## src/rtl/bcd_scan_pkg.sv

```systemverilog
// Shared constants for the sign-plus-4-digit BCD scan display: positions,
// sign nibble codes and active-low seven-segment glyphs {g,f,e,d,c,b,a}.
package bcd_scan_pkg;

  localparam int NUM_POS = 5;

  localparam logic [3:0] SIGN_POS = 4'd0;
  localparam logic [3:0] SIGN_NEG = 4'd5;

  localparam logic [6:0] SEG_0     = 7'b1000000;
  localparam logic [6:0] SEG_1     = 7'b1111001;
  localparam logic [6:0] SEG_2     = 7'b0100100;
  localparam logic [6:0] SEG_3     = 7'b0110000;
  localparam logic [6:0] SEG_4     = 7'b0011001;
  localparam logic [6:0] SEG_5     = 7'b0010010;
  localparam logic [6:0] SEG_6     = 7'b0000010;
  localparam logic [6:0] SEG_7     = 7'b1111000;
  localparam logic [6:0] SEG_8     = 7'b0000000;
  localparam logic [6:0] SEG_9     = 7'b0010000;
  localparam logic [6:0] SEG_MINUS = 7'b0111111;
  localparam logic [6:0] SEG_E     = 7'b0000110;
  localparam logic [6:0] SEG_BLANK = 7'b1111111;

  // Digit nibble to glyph; anything outside 0..9 renders as 'E'.
  function automatic logic [6:0] digit_seg(input logic [3:0] d);
    case (d)
      4'd0:    digit_seg = SEG_0;
      4'd1:    digit_seg = SEG_1;
      4'd2:    digit_seg = SEG_2;
      4'd3:    digit_seg = SEG_3;
      4'd4:    digit_seg = SEG_4;
      4'd5:    digit_seg = SEG_5;
      4'd6:    digit_seg = SEG_6;
      4'd7:    digit_seg = SEG_7;
      4'd8:    digit_seg = SEG_8;
      4'd9:    digit_seg = SEG_9;
      default: digit_seg = SEG_E;
    endcase
  endfunction

endpackage

```

## src/rtl/bcd_scan_display_glyph.sv

```systemverilog
// seg7_glyph: combinational nibble-to-segment decoder for one display position,
// handling the sign position (blank / minus / E) and forced blanking.
module seg7_glyph
  import bcd_scan_pkg::*;
(
  input  logic [3:0] nib_i,
  input  logic       is_sign_i,
  input  logic       blank_i,
  output logic [6:0] seg_o
);

  always_comb begin
    seg_o = SEG_BLANK;
    if (blank_i) begin
      seg_o = SEG_BLANK;
    end else if (is_sign_i) begin
      if (nib_i == SIGN_POS)      seg_o = SEG_BLANK;
      else if (nib_i == SIGN_NEG) seg_o = SEG_MINUS;
      else                        seg_o = SEG_E;
    end else begin
      seg_o = digit_seg(nib_i);
    end
  end

endmodule

```

## src/rtl/bcd_scan_display.sv

```systemverilog
// Five-position multiplexed seven-segment driver with frame-aligned double
// buffering. Define BCD_SCAN_LZB_EN to enable leading-zero blanking.
module bcd_scan_display
  import bcd_scan_pkg::*;
#(
  parameter int DIV = 50000
) (
  input  logic        clk_i,
  input  logic        rst_ni,
  input  logic [19:0] bcd_i,
  input  logic        load_i,
  output logic [4:0]  an_o,
  output logic [6:0]  seg_o,
  output logic        frame_o
);

  localparam int             PW   = $clog2(DIV);
  localparam logic [PW-1:0]  PMAX = PW'(DIV - 1);
  localparam logic [2:0]     LAST = 3'(NUM_POS - 1);

  logic [PW-1:0] pcnt_q, pcnt_d;
  logic [2:0]    idx_q, idx_d;
  logic [19:0]   staging_q, staging_d;
  logic [19:0]   disp_q, disp_d;
  logic          pending_q, pending_d;
  logic          frame_q, frame_d;
  logic [4:0]    an_q, an_d;
  logic [6:0]    seg_q, seg_d;

  logic          tick, wrap;
  logic [3:0]    nib;
  logic          is_sign, blank;
  logic [6:0]    glyph;

  always_comb begin
    tick   = (pcnt_q == PMAX);
    wrap   = tick && (idx_q == LAST);
    pcnt_d = tick ? '0 : pcnt_q + PW'(1);
    idx_d  = idx_q;
    if (tick) idx_d = (idx_q == LAST) ? 3'd0 : idx_q + 3'd1;
  end

  // A load coinciding with the wrap bypasses staging so it is not lost.
  always_comb begin
    staging_d = staging_q;
    pending_d = pending_q;
    disp_d    = disp_q;
    frame_d   = 1'b0;
    if (wrap && load_i) begin
      disp_d    = bcd_i;
      pending_d = 1'b0;
      frame_d   = 1'b1;
    end else begin
      if (load_i) begin
        staging_d = bcd_i;
        pending_d = 1'b1;
      end
      if (wrap && pending_q) begin
        disp_d    = staging_q;
        pending_d = 1'b0;
        frame_d   = 1'b1;
      end
    end
  end

  // Glyph is evaluated on the next-state index and buffer so the output
  // register shows the new frame from its first digit.
  always_comb begin
    nib     = 4'd0;
    is_sign = (idx_d == LAST);
    case (idx_d)
      3'd0:    nib = disp_d[3:0];
      3'd1:    nib = disp_d[7:4];
      3'd2:    nib = disp_d[11:8];
      3'd3:    nib = disp_d[15:12];
      3'd4:    nib = disp_d[19:16];
      default: nib = 4'd0;
    endcase
`ifdef BCD_SCAN_LZB_EN
    blank = ((idx_d == 3'd3) && (disp_d[15:12] == 4'd0)) ||
            ((idx_d == 3'd2) && (disp_d[15:8]  == 8'd0)) ||
            ((idx_d == 3'd1) && (disp_d[15:4]  == 12'd0));
`else
    blank = 1'b0;
`endif
  end

  seg7_glyph u_glyph (
    .nib_i     (nib),
    .is_sign_i (is_sign),
    .blank_i   (blank),
    .seg_o     (glyph)
  );

  always_comb begin
    an_d  = an_q;
    seg_d = seg_q;
    if (tick) begin
      an_d  = ~(5'b00001 << idx_d);
      seg_d = glyph;
    end
  end

  always_ff @(posedge clk_i) begin
    if (!rst_ni) begin
      pcnt_q    <= '0;
      idx_q     <= 3'd0;
      staging_q <= 20'd0;
      disp_q    <= 20'd0;
      pending_q <= 1'b0;
      frame_q   <= 1'b0;
      an_q      <= 5'b11111;
      seg_q     <= 7'h7F;
    end else begin
      pcnt_q    <= pcnt_d;
      idx_q     <= idx_d;
      staging_q <= staging_d;
      disp_q    <= disp_d;
      pending_q <= pending_d;
      frame_q   <= frame_d;
      an_q      <= an_d;
      seg_q     <= seg_d;
    end
  end

  assign an_o    = an_q;
  assign seg_o   = seg_q;
  assign frame_o = frame_q;

endmodule

```

## config.mk

```make
export PLATFORM = sky130hd
export DESIGN_NAME = bcd_scan_display
export DESIGN_NICKNAME = d
export VERILOG_FILES = /design/src/rtl/bcd_scan_pkg.sv /design/src/rtl/bcd_scan_display_glyph.sv /design/src/rtl/bcd_scan_display.sv
export SDC_FILE = /design/constraint.sdc
export NUM_CORES = 1
export LEC_CHECK = 0
export BUFFER_PORTS_ARGS = -buffer_cell sky130_fd_sc_hd__buf_2
export CORE_ASPECT_RATIO = 1.4
export CORE_MARGIN = 1
export CORE_UTILIZATION = 55
export DETAILED_ROUTE_END_ITERATION = 8
export GPL_TIMING_DRIVEN = 0
export HOLD_SLACK_MARGIN = 0.1
export PLACE_DENSITY = 0.75
export SYNTH_ARGS = -nofsm -noshare
export SYNTH_HDL_FRONTEND = slang
export SYNTH_SLANG_ARGS = --single-unit
```

## constraint.sdc

```tcl
create_clock -name clk_i -period 8.2 [get_ports clk_i]
set_input_delay 1.64 -clock clk_i [delete_from_list [all_inputs] [get_ports clk_i]]
set_output_delay 1.64 -clock clk_i [all_outputs]
set_load 0.05 [all_outputs]
```

==> results by group <==
Outcome
  – Status: complete, but fails checks
  – Failing checks: design-rule violations

Global routing
  – Vias in the first global route: 3240
  – GRT Overall Usage: 0.288
  – Initial antenna violation count: 0
  – Largest net degree at the start of global routing: 13
  – Gr ovfl total: 0
  – First-pass GRT wire length: ~16000 um

Setup path
  – Critical Setup Path Class: input pin to register
  – Cell chain of the critical path: buf_2, clkinv_1, or4_1, clkbuf_1, o22ai_1, a21oi_1, a222oi_1, o211a_1, inv_1, ha_1, mux2i_1, nor3b_1, or3_1
  – Crit. End Element: register
  – Critical path launch point type: input pin
  – CP Data Required Time: approximately 8.5 ns
  – Arr. time, crit path: 4.77 ns
  – Crit-path max cell delay: slightly above 0.6 ns
  – CP max stage cell: or4_1
  – CP max FO: 10

Power
  – PD cells: ~180 nW/um^2
  – Power share of the sequential group: 0.506
  – Clock power frac: 0.439
  – Sw Ratio: 0.232
  – Total power: ~720 uW
  – LEAKAGE: roughly 1.6 nW
  – Net Switching: ~170 uW
  – Internal power: 554 uW
  – Worst vdd ir: roughly 0.12 mV
  – Comb power frac: 0.055

Placed design
  – IO buf count: 35
  – Post-detail-place hpwl: approximately 6800 um
  – Routability cong.: 0.925
  – Placed insts: about 550
  – DP Area: ~3900 um^2

STA
  – Max Fclk: 221 MHz
  – Final worst-path cycle share: 0.551
  – Max-slew violation count: 0
  – # setup viols final: 0
  – RSZ-0062 raised after global routing: false
  – Slew Limit Headroom: 0.550
  – Layout Skew: roughly 0.0064 ns
  – Final Hold Vio Count: 0
  – Worst-Margin Slew: 0.670 ns
  – Post-Route Setup TNS: 0 ns
  – Post-route minimum period: 4.52 ns

CTS
  – Clock network latency to the later pin of the worst-skew pair: approximately 0.36 ns
  – Clock Tree Buf Depth: 2
  – Postcts setup bufs: 0
  – Root Driver: clkbuf_8
  – CTS tree: done
  – Clk pin slew, worst setup/hold paths: around 0.080 ns
  – H-tree depth: 3
  – Hold Buf Count CTS: 0
  – Post-cts sizing count: 0
  – Cts bufs inserted: 9
  – CTS sink cnt: 73

Floorplan
  – Io pins: 36
  – Die H: 98.2 um
  – FP Rows: 34
  – Die area: between 6000 and 7000 um^2
  – Initial Utilization: 0.578
  – Core Box Area: 6300 um^2
  – Chip width: between 70 and 80 um

Layout
  – Area grow syn2layout: 13.4%
  – Final Cell Area: about 4100 um^2
  – Layout cells sized above 1: 0.155
  – Fin nets: about 520
  – N_diodes: 0
  – Layout Utilization: 0.655
  – Fin cells: 570

Synth
  – Post-synthesis mux area share: 0.0200
  – Cell variety after synth: between 70 and 80
  – Cells after synthesis: ~450
  – Synth Area in Simple Gates: 0.261
  – Area share of fa/ha/maj cells after synthesis: 0.0275
  – Top FF cell, synth: dfxtp_1
  – Syn Std Cell Area: 3640 um^2
  – Post-Synth XOR/XNOR Area: 0.0337
  – Post-synth EDFFs: 0
  – Largest family of logic cells by synthesized area: simple AND/OR/NAND/NOR gates
  – Post-Syn Nets: between 400 and 500
  – Ys async rst share: 0
  – #FFs+latches synth: between 70 and 80
  – Sequential share of the synthesized area: 0.402
  – Post-synthesis compound-gate area fraction: 0.210
  – Average instance area after synthesis: between 8 and 9 um^2
  – Synth Warn #: 0

Detailed routing
  – Drt wl/cell: 16.5 um
  – Post-route ant nets: 0
  – Post-route DRC: 6
  – Via Count: about 3.4k
  – Iteration-0 DRC Markers: ~310
  – Final wirelength: approximately 9400 um
  – Pre-Repair DR Iteration Count: 7
  – Vias per inst: 5.93

Run
  – Total of max-cap violations: 0

Hold path
  – Tightest Hold Check Type: register to register
## through the flow
stage / worst slack, ns / hold slack [ns]
after floorplan: 4.02 / 0.426
after global placement: 3.44 / 0.440
after detailed placement: 3.40 / 0.444
after CTS: 3.75 / 0.454
after global routing: 3.49 / 0.466
final: 3.68 / 0.455
## power by group through the flow
stage,logic [mW],registers (mW),clock network (mW)
floorplan,0.0231,0.372,0
finish,0.0394,0.365,0.317
detailed placement,0.0388,0.373,0
CTS,0.0391,0.365,0.319
global route,0.0438,0.366,0.337
global placement,0.0377,0.373,0
## logic make-up after synthesis
family                     after synthesis
muxes                                    7
DFF                                     73
xor gates and xnor gates                14
adders and majority gates                8
buffers and inverters                   37
and+or+nand+nor                        191
AOI/OAI and AO/OA                      117
## per-layer routing
layer / up-vias / track usage / share of wire / wire length [um]
met4: 0 / 0.145 / 0.030 / 280
met5: - / 0 / 0 / 0
li1: 1662 / - / - / -
met1: 1584 / 0.331 / 0.42 / 3920
met3: 27 / 0.0537 / 0.046 / 438
met2: 108 / 0.504 / 0.51 / 4780
## synth_stat cells (2+ instances only)
library cell,n,area (um^2)
a211o_1,2,17.5
a211oi_1,6,45.0
a21oi_1,36,180
a221o_1,3,30.0
a22oi_1,3,22.5
a31o_2,2,17.5
a31oi_1,3,18.8
a41oi_1,2,17.5
and2_1,9,56.3
and3_1,6,37.5
buf_2,3,15.0
buf_4,2,15.0
buf_6,2,22.5
clkbuf_1,18,67.6
clkinv_1,2,7.51
dfxtp_1,73,1460
ha_1,8,100
inv_1,10,37.5
mux2_2,2,22.5
mux2i_1,5,50.1
nand2_1,74,278
nand2b_1,7,43.8
nand3_1,9,45.0
nand4_2,2,25.0
nor2_1,54,203
nor2b_1,2,12.5
nor3_1,6,30.0
nor4_1,2,12.5
nor4_2,2,25.0
o21a_1,2,15.0
o21ai_0,22,110
o21ai_1,3,15.0
o21bai_1,2,15.0
o22ai_1,9,56.3
o31ai_1,3,22.5
o32ai_1,2,17.5
o41ai_1,2,17.5
or3_1,2,12.5
xnor2_1,7,61.3
xor2_1,7,61.3
## state kept, by name, summed over array words and instances, names as in the netlist
| register | flops |
|---|---|
| staging_q | 20 |
| idx_q | 3 |
| pending_q | 1 |
| an_o | 5 |
| disp_q | 20 |
| pcnt_q | 16 |
| seg_o | 7 |
| frame_o | 1 |
## cell type report
class	count	area, um^2
inverter	12	45.0
buffer	25	120
tap	72	90.1
sequential	73	1460
fill	545	2170
timing repair buffer	35	175
multi-input combinational	337	2010
clock inverter	5	78.8
clock buffer	11	141
## path summary, 6_finish.rpt
kind	startpoint	endpoint	slack, ns	cells after the start
worst min-delay path	staging_q[13]	staging_q[13]	0.46	2
worst min register to register	staging_q[13]	staging_q[13]	0.46	2
worst max-delay path	load_i	seg_o[4]	3.68	13
worst max register to register	idx_q[0]	seg_o[4]	4.42	13
## critical path, delay by kind of cell
kind | cells | cell delay [ns]
AO/OA/AOI/OAI | 4 | 0.94
adder cells (fa/ha/maj) | 1 | 0.24
buffers and inverters | 4 | 0.72
multiplexers | 1 | 0.18
AND/OR/NAND/NOR | 3 | 1.05
## cell usage in the layout (no fill, tap or decap), drive strengths merged, types with 5 or more instances in the layout
| cell | n |
|---|---|
| and3 | 7 |
| buf | 42 |
| nand2b | 7 |
| a21oi | 37 |
| dfxtp | 73 |
| clkinv | 5 |
| o22ai | 9 |
| xor2 | 7 |
| nand3 | 10 |
| nor4 | 5 |
| nor3 | 8 |
| inv | 10 |
| o21ai | 26 |
| nor2 | 54 |
| xnor2 | 7 |
| a211oi | 7 |
| ha | 8 |
| nand2 | 75 |
| and2 | 9 |
| clkbuf | 29 |
| mux2i | 5 |
Power figures use the tool's default switching activity.
